$ cat config.mk
export PLATFORM = sky130hd
export DESIGN_NAME = zoom_controller
export DESIGN_NICKNAME = d
export VERILOG_FILES = /design/src/rtl/zoom_controller.sv
export SDC_FILE = /design/constraint.sdc
export NUM_CORES = 1
export LEC_CHECK = 0
export ABC_AREA = 1
export ABC_CLOCK_PERIOD_IN_PS = 6800
export BUFFER_PORTS_ARGS = -buffer_cell sky130_fd_sc_hd__buf_2
export CAP_MARGIN = 10
export CORE_MARGIN = 2
export CORE_UTILIZATION = 37
export DETAILED_ROUTE_END_ITERATION = 16
export PLACE_DENSITY_LB_ADDON = 0.05
export SETUP_SLACK_MARGIN = 0.1
export SYNTH_ARGS = -nofsm -noshare
export SYNTH_HDL_FRONTEND = slang
export SYNTH_SLANG_ARGS = --single-unit
$ cat constraint.sdc
create_clock -name CLOCK_50 -period 6.8 [get_ports CLOCK_50]
set_clock_uncertainty 0.1 [all_clocks]
set_input_delay 1.36 -clock CLOCK_50 [delete_from_list [all_inputs] [get_ports CLOCK_50]]
set_output_delay 1.36 -clock CLOCK_50 [all_outputs]
set_load 0.05 [all_outputs]
$ cat src/rtl/zoom_controller.sv
// Zoom controller: on each accepted command, rescans a full output frame from the
// source image RAM into the frame buffer using a centred nearest-neighbour zoom map.
module zoom_controller #(
  parameter int IMG_W       = 160,
  parameter int IMG_H       = 120,
  parameter int ADDR_W      = 15,
  parameter int PIX_W       = 8,
  parameter int MAX_LEVEL   = 4,
  parameter int UNITY_LEVEL = 2
) (
  input  logic              CLOCK_50,
  input  logic              POWER_ON_RESET,
  input  logic              cmd_reset_pulse,
  input  logic              cmd_zoom_in_pulse,
  input  logic              cmd_zoom_out_pulse,
  input  logic              cmd_return_pulse,
  input  logic [1:0]        cmd_algorithm_select,
  input  logic              cmd_multiple_sw_error,
  input  logic              cmd_no_sw_error,
  output logic [ADDR_W-1:0] src_rdaddress,
  input  logic [PIX_W-1:0]  src_q,
  output logic [ADDR_W-1:0] fb_wraddress,
  output logic [PIX_W-1:0]  fb_data,
  output logic              fb_wren,
  output logic              controller_done,
  output logic [2:0]        controller_zoom_level,
  output logic              busy,
  output logic [1:0]        algo_latched,
  output logic [1:0]        state_dbg
);

  localparam int X_W = $clog2(IMG_W);
  localparam int Y_W = $clog2(IMG_H);
  // Signed coordinate width with headroom for the widest zoom-out excursion.
  localparam int C_W = X_W + 4;
  localparam logic signed [C_W-1:0] CX    = C_W'(IMG_W / 2);
  localparam logic signed [C_W-1:0] CY    = C_W'(IMG_H / 2);
  localparam logic signed [C_W-1:0] X_LIM = C_W'(IMG_W);
  localparam logic signed [C_W-1:0] Y_LIM = C_W'(IMG_H);
  localparam logic [2:0]            UNITY = 3'(UNITY_LEVEL);
  localparam logic [2:0]            TOP   = 3'(MAX_LEVEL);

  typedef enum logic [1:0] {IDLE = 2'd0, SCAN = 2'd1, DRAIN = 2'd2, DONE = 2'd3} state_t;

  state_t              state, state_next;
  logic [2:0]          level, level_next;
  logic [X_W-1:0]      x;
  logic [Y_W-1:0]      y;
  logic [1:0]          algo;
  logic                start_scan, last_pix;
  logic                wr_valid, wr_oor;
  logic [ADDR_W-1:0]   wr_addr;
  logic signed [C_W-1:0] dx, dy, sx, sy;
  logic [2:0]          shift;
  logic                in_range;
  logic [ADDR_W-1:0]   src_addr, pix_addr;

  // Command strobes are single-cycle and have no back-pressure: zoom/return are
  // taken only in IDLE (busy low), while cmd_reset_pulse is taken in any state.
  always_comb begin
    state_next = state;
    level_next = level;
    start_scan = 1'b0;
    last_pix   = (x == X_W'(IMG_W - 1)) && (y == Y_W'(IMG_H - 1));
    case (state)
      IDLE: begin
        if (cmd_return_pulse || cmd_zoom_in_pulse || cmd_zoom_out_pulse) begin
          if (cmd_multiple_sw_error || cmd_no_sw_error) begin
            state_next = DONE;
          end else if (cmd_return_pulse) begin
            level_next = UNITY;
            start_scan = 1'b1;
          end else if (cmd_zoom_in_pulse) begin
            if (level == TOP) state_next = DONE;
            else begin
              level_next = level + 3'd1;
              start_scan = 1'b1;
            end
          end else if (level == 3'd0) begin
            state_next = DONE;
          end else begin
            level_next = level - 3'd1;
            start_scan = 1'b1;
          end
        end
      end
      SCAN:    if (last_pix) state_next = DRAIN;
      DRAIN:   state_next = DONE;
      DONE:    state_next = IDLE;
      default: state_next = IDLE;
    endcase
    if (cmd_reset_pulse) begin
      level_next = UNITY;
      start_scan = 1'b1;
    end
    if (start_scan) state_next = SCAN;
  end

  // Map the output pixel back into the source around the image centre.
  always_comb begin
    dx = $signed(C_W'(x)) - CX;
    dy = $signed(C_W'(y)) - CY;
    if (level >= UNITY) begin
      shift = level - UNITY;
      sx    = CX + (dx >>> shift);
      sy    = CY + (dy >>> shift);
    end else begin
      shift = UNITY - level;
      sx    = CX + (dx <<< shift);
      sy    = CY + (dy <<< shift);
    end
    in_range = !sx[C_W-1] && (sx < X_LIM) && !sy[C_W-1] && (sy < Y_LIM);
    src_addr = ADDR_W'(sy[C_W-2:0]) * ADDR_W'(IMG_W) + ADDR_W'(sx[C_W-2:0]);
    pix_addr = ADDR_W'(y) * ADDR_W'(IMG_W) + ADDR_W'(x);
  end

  always_ff @(posedge CLOCK_50) begin
    if (POWER_ON_RESET) begin
      state    <= IDLE;
      level    <= UNITY;
      x        <= '0;
      y        <= '0;
      algo     <= '0;
      wr_valid <= 1'b0;
      wr_oor   <= 1'b0;
      wr_addr  <= '0;
    end else begin
      state    <= state_next;
      level    <= level_next;
      wr_valid <= (state == SCAN);
      wr_oor   <= !in_range;
      if (state == SCAN) wr_addr <= pix_addr;
      if (start_scan) begin
        x    <= '0;
        y    <= '0;
        algo <= cmd_algorithm_select;
      end else if (state == SCAN) begin
        if (x == X_W'(IMG_W - 1)) begin
          x <= '0;
          y <= y + Y_W'(1);
        end else begin
          x <= x + X_W'(1);
        end
      end
    end
  end

  assign src_rdaddress         = ((state == SCAN) && in_range) ? src_addr : '0;
  assign fb_wren               = wr_valid;
  assign fb_wraddress          = wr_addr;
  assign fb_data               = (wr_valid && !wr_oor) ? src_q : '0;
  assign controller_done       = (state == DONE);
  assign controller_zoom_level = level;
  assign busy                  = (state == SCAN) || (state == DRAIN);
  assign algo_latched          = algo;
  assign state_dbg             = state;

endmodule

==> impl_metrics.toml, run 1 <==
[outcome]
status = "finished, final reports clean"

[grt]
grt_max_degree = 28
globalRouteTotalUtil_pct = 19.3
antenna_found_initial = 0
overflow = 0
grt_pass1_vias = 4733
grt_pass1_wl_um = 22700

[clock_network]
cts_tree = "yes"
h-tree-depth = 2
clkTransAtPathRegs_ps = 60
clkSinkCount = 39
clkLatencyLatePin_ps = 290
cts_max_path_buffers = 2
clk_root_buffer_cell = "clkbuf_16"
cts_made_buffers = 5
cts_hold_buf = 0

[synthesis]
synth_edf_count = 0
async_flop_share_pct = 0
syn_inst = 792
synth_top_cell_by_area = "dfxtp_1"
seq_area_frac_synth_pct = 15.5
ys_warn_count = 0
synthTopCellsByArea = "dfxtp_1 16%, nand2_1 14%, ha_1 11%"
synth-main-ff-cell = "dfxtp_1"
synth-seq-cells = 39
synthesis.nets = 861
avgSynthCellArea_um2 = 6.35
synth_cell_type_count = 55
syn_area_um2 = 5030
netlist.area_leader.share_pct = 15.5

[final_layout]
fin_cells = 1036
insertedDiodeCount = 0
final_cell_mix = "189 x nand2_1, 94 x inv_1, 72 x nand3_1"
design_area_um2 = 5900
postLayoutCoreUtil_pct = 44.6
areaGrowthSynthToFinish_pct = 17.3
final_common_cell = "nand2_1"
drive_gt1_share_pct = 22.0
finalNetCount = 928

[critical_path]
cpMostUsedCell = "nand2_1"
crit_start = "y[3]$_SDFFE_PP0P_"
endpoint_kind = "output pin"
critPathLaunchType = "register"
worstPathRequired_ps = 5340
critPathSlowestCell = "fa_1"
cp_max_fo = 5
critical_path_arrival_ps = 4950
crit_path_max_incr_delay_ps = 490
timing.rr.start = "x[4]$_SDFFE_PP0P_"
crit_type = "reg -> out"

[placement]
gp_congestion = 0.874
io_buffers = 65
postPlaceCellArea_um2 = 5570
place_inst = 1024
hpwl_um = 11300

[floorplanning]
start_util_pct = 38.0
placementRows = 42
die_area_um2 = 14500
core_um2 = 13200
ios = 66
die_w_um = 121
die_h_um = 121

[drt]
drt-initial-drc-count = 374
first_pass_iters = 5
wirelength_um = 13800
wl_per_cell_um = 13.3
drcViolationCount = 0
vias = 5171
ant_nets = 0
viasPerCell = 4.99

[sta]
hold-worst-slack_ps = 381
finalSetupViolCount = 0
final-hold-violation-count = 0
relSlewSlack_pct = 65.7
finalCriticalPeriod_ps = 6410
maxSlewViolCount = 0
period_share_pct = 94.2
worst_pin_slew_ps = 512
clock.fmax_mhz = 156
rsz0062_at_grt = "no"
tns_ps = 0

[hold_path]
hp-class = "reg -> reg"
hp-start = "fb_wraddress[1]$_SDFFE_PP0P_"

[power_and_ir_drop]
leakage_nw = 3.11
peakVddDrop_uv = 107
powerDensity_nw_per_um2 = 139

[job]
max_cap_violations = 0
[routing by layer]
metal  GRT usage [%]  part of all wire [%]  vias up
li1                -                     -     2712
met1            28.8                    54     2343
met2            30.0                    42      107
met3            2.59                   3.6        9
met4            2.83                  0.59        0
met5               0                     0        -
[registers in the layout, indices dropped and copies added, names as in the netlist]
signal and cells:
fb_wraddress 15, x 8, y 7, controller_zoom_level 3, algo_latched 2, state_dbg 2, fb_wren 1, wr_oor 1
[cell type report]
class	count	area (um2)
sequential	39	790
inverter	109	410
timing repair buffer	86	508
tap	176	220
clock inverter	3	43.8
clock buffer	5	125
fill	1427	7340
multi-input combinational	618	3800
[worst paths after layout]
check	slack (ps)	depth (start not counted)	end
worst max-delay path	390	35	src_rdaddress[14]
worst min-delay path	380	2	fb_wraddress[1]$_SDFFE_PP0P_
worst max register to register	3910	18	wr_oor$_SDFF_PP0_
worst min register to register	380	2	fb_wraddress[1]$_SDFFE_PP0P_
[synthesized netlist by cell type, types with 3 or more instances]
library cell  count
dfxtp_1          39
nor2_4           14
buf_4             4
o21ai_1           4
o21ai_0          44
a21o_1            3
a21oi_1          41
nand2_2          14
o211ai_1          3
o221ai_1          3
a31oi_1           7
and2_1            3
nand3_2           4
buf_2             7
o22ai_1           3
xnor2_1           9
nand3b_1          4
nand2_1         193
or2_2             4
fa_1              5
ha_1             46
o21ai_2           3
nor3_1            8
inv_1            99
clkbuf_1         10
nor2_1           67
nand3_1          75
nand2_4           6
xor2_1           21
inv_2             8
nand4_1           8
[kinds of logic (layout without fill, tap and decap cells)]
logic type | count (synthesis) | count (layout) | share of synthesized area (%)
AO/OA/AOI/OAI | 125 | 125 | 14.9
adder cells (fa/ha/maj) | 51 | 51 | 13.4
AND/OR/NAND/NOR | 411 | 411 | 39.3
buffers and inverters | 135 | 203 | 11.1
XOR/XNOR | 31 | 31 | 5.77
flip-flops | 39 | 39 | 15.5
[power by group]
part / internal (W) / switching, W
Combinational: 0.0000868 / 0.000211
Clock: 0.000173 / 0.000105
Sequential: 0.000241 / 0.00000653
Total: 0.000501 / 0.000322
[through the flow]
stage	worst slack (ps)	power [W]
final	392	0.000823
after global routing	93.2	0.000873
after CTS	136	0.000829
after detailed placement	111	0.000544
after global placement	310	0.000542
after floorplan	101	0.000486
[critical path: cells and delay by family (launching register included)]
kind	cells	cell delay, ps
adder cells (fa/ha/maj)	6	1770
AND/OR/NAND/NOR	16	1330
flip-flops	1	380
XOR/XNOR	1	180
AO/OA/AOI/OAI	3	350
buffers and inverters	9	630
[timing repair]
item                       4_1_cts  5_1_grt
setup endpoints to repair        1        2
gates resized for setup          7       31
pin swaps                        0        6
setup buffers                    0        4
Power figures use the tool's default switching activity.
==> inputs of run 2 (changes only) <==
Settings changed: CELL_PAD_IN_SITES_DETAIL_PLACEMENT set to 1, CELL_PAD_IN_SITES_GLOBAL_PLACEMENT set to 2, CORE_UTILIZATION 37 to 32.
==> impl_metrics.toml, run 2 (synthesis gave the netlist of run 1 again) <==
[sta]
hold-worst-slack_ps = 368
maxSlewViolCount = 0
relSlewSlack_pct = 49.9
final-hold-violation-count = 0
clock.fmax_mhz = 156
finalSetupViolCount = 0
finalCriticalPeriod_ps = 6410
rsz0062_at_grt = "no"
worst_pin_slew_ps = 743
period_share_pct = 94.2

[grt]
grt_max_degree = 28
grt_use_met1_pct = 28.0
globalRouteTotalUtil_pct = 20.2
grt_pass1_wl_um = 27000
overflow = 0
grt_pass1_vias = 5461
met3_usage_pct = 2.48
gr-max-usage-layer = "met2"
met2_usage_pct = 34.6
antenna_found_initial = 0

[final_layout]
largest_reg_flops = 15
final_common_cell = "nand2_1"
fillers = 2027
final_cell_mix = "190 x nand2_1, 91 x inv_1, 70 x nand3_1"
finalNetCount = 940
design_area_um2 = 6060
drive_gt1_share_pct = 24.2
multi_input_area_um2 = 3840
insertedDiodeCount = 0
areaGrowthSynthToFinish_pct = 20.4
seqCellArea_um2 = 798

[placement]
postPlaceCellArea_um2 = 5620
io_buffers = 65
hpwl_um = 13600
gp_congestion = 0.836

[floorplanning]
placementRows = 45
ios = 66
core_um2 = 15300
start_util_pct = 33.0
die_w_um = 129
die_h_um = 129
die_area_um2 = 16700

[drt]
wirelength_um = 16600
ant_nets = 0
drt-initial-drc-count = 175
viasPerCell = 4.95
wl_per_cell_um = 15.3
drcViolationCount = 0
first_pass_iters = 4
vias = 5358

[clock_network]
clkSinkCount = 39
clkLatencyLatePin_ps = 290
clkTransAtPathRegs_ps = 70
cts_made_buffers = 5
cts_tree = "yes"
h-tree-depth = 2
clk_root_buffer_cell = "clkbuf_16"
cts_max_path_buffers = 2

[critical_path]
critical_path_arrival_ps = 4950
crit_start = "controller_zoom_level[1]$_SDFFE_PP1P_"
timing.rr.start = "x[4]$_SDFFE_PP0P_"
crit_type = "reg -> out"
worstPathRequired_ps = 5340
cp_max_fo = 8
critPathLaunchType = "register"
cpMostUsedCell = "nand2_1"
critPathSlowestCell = "fa_1"
crit_path_max_incr_delay_ps = 550
endpoint_kind = "output pin"

[outcome]
status = "finished, final reports clean"

[job]
max_cap_violations = 0

[hold_path]
hp-class = "reg -> reg"
hp-start = "fb_wraddress[1]$_SDFFE_PP0P_"

[power_and_ir_drop]
powerDensity_nw_per_um2 = 133
leakage_nw = 3.16
peakVddDrop_uv = 78.9
finalPower_w = 0.000806
[run 2: cell types whose count changed in the layout (fill, tap and decap cells not counted), moves of 3 or more]
| cell | delta |
|---|---|
| buf_4 | +13 |
| clkinvlp_4 | +3 |
| dfxtp_4 | +3 |
| inv_1 | -3 |
| inv_2 | +3 |
[run 2: final timing paths]
kind,endpoint,slack (ps),cells after the start
min,fb_wraddress[1]$_SDFFE_PP0P_,370,2
max,src_rdaddress[14],390,30
max reg2reg,wr_oor$_SDFF_PP0_,3800,18
min reg2reg,fb_wraddress[1]$_SDFFE_PP0P_,370,2
[run 2: routing by layer]
metal	vias up	wire length, um
met4	0	106
li1	2733	-
met1	2563	8610
met5	-	0
met3	11	347
met2	51	7520
[run 2: report_power, final]
group	leakage (nW)	switching [W]	total (W)	internal [W]
sequential	0.322	0.00000687	0.000247	0.000240
combinational	2.77	0.000219	0.000311	0.0000922
clock	0.0664	0.000110	0.000248	0.000137
total	3.16	0.000336	0.000806	0.000469
[run 2: timing repair]
action	CTS	global route
setup buffers	2	12
resized for setup	13	37
hold buffers	0	0
endpoints found under the setup margin	1	2
pin swaps	3	12
[run 2: area by class of cell]
type                            instances  area share, %
Multi-Input combinational cell        618           63.3
Tap cell                              211           4.36
Timing Repair Buffer                   98           9.81
Sequential cell                        39           13.2
Clock inverter                          3          0.393
Inverter                              109           6.84
Clock buffer                            5           2.07
[run 2: through the flow]
| stage | setup WS, ps | TNS, ps | utilization [%] | instances |
|---|---|---|---|---|
| 4_1_cts | 107 | 0 | 38.3 | 1071 |
| 6_report | 394 | 0 | 39.7 | 1083 |
| 2_1_floorplan | 101 | 0 | - | 792 |
| 5_1_grt | 61.7 | 0 | 39.7 | 1083 |
| 3_5_place_dp | -1.45 | -1.45 | 36.9 | 1061 |
| 3_3_place_gp | 233 | 0 | 36.9 | 1061 |
[run 2: worst max-delay path: cells and delay by family, from the launching register on]
kind	cells	cell delay, ps
and+or+nand+nor	15	1420
adders and majority gates	4	1380
buffers and inverters	7	780
xor gates and xnor gates	2	380
DFF	1	360
AOI/OAI and AO/OA	2	320
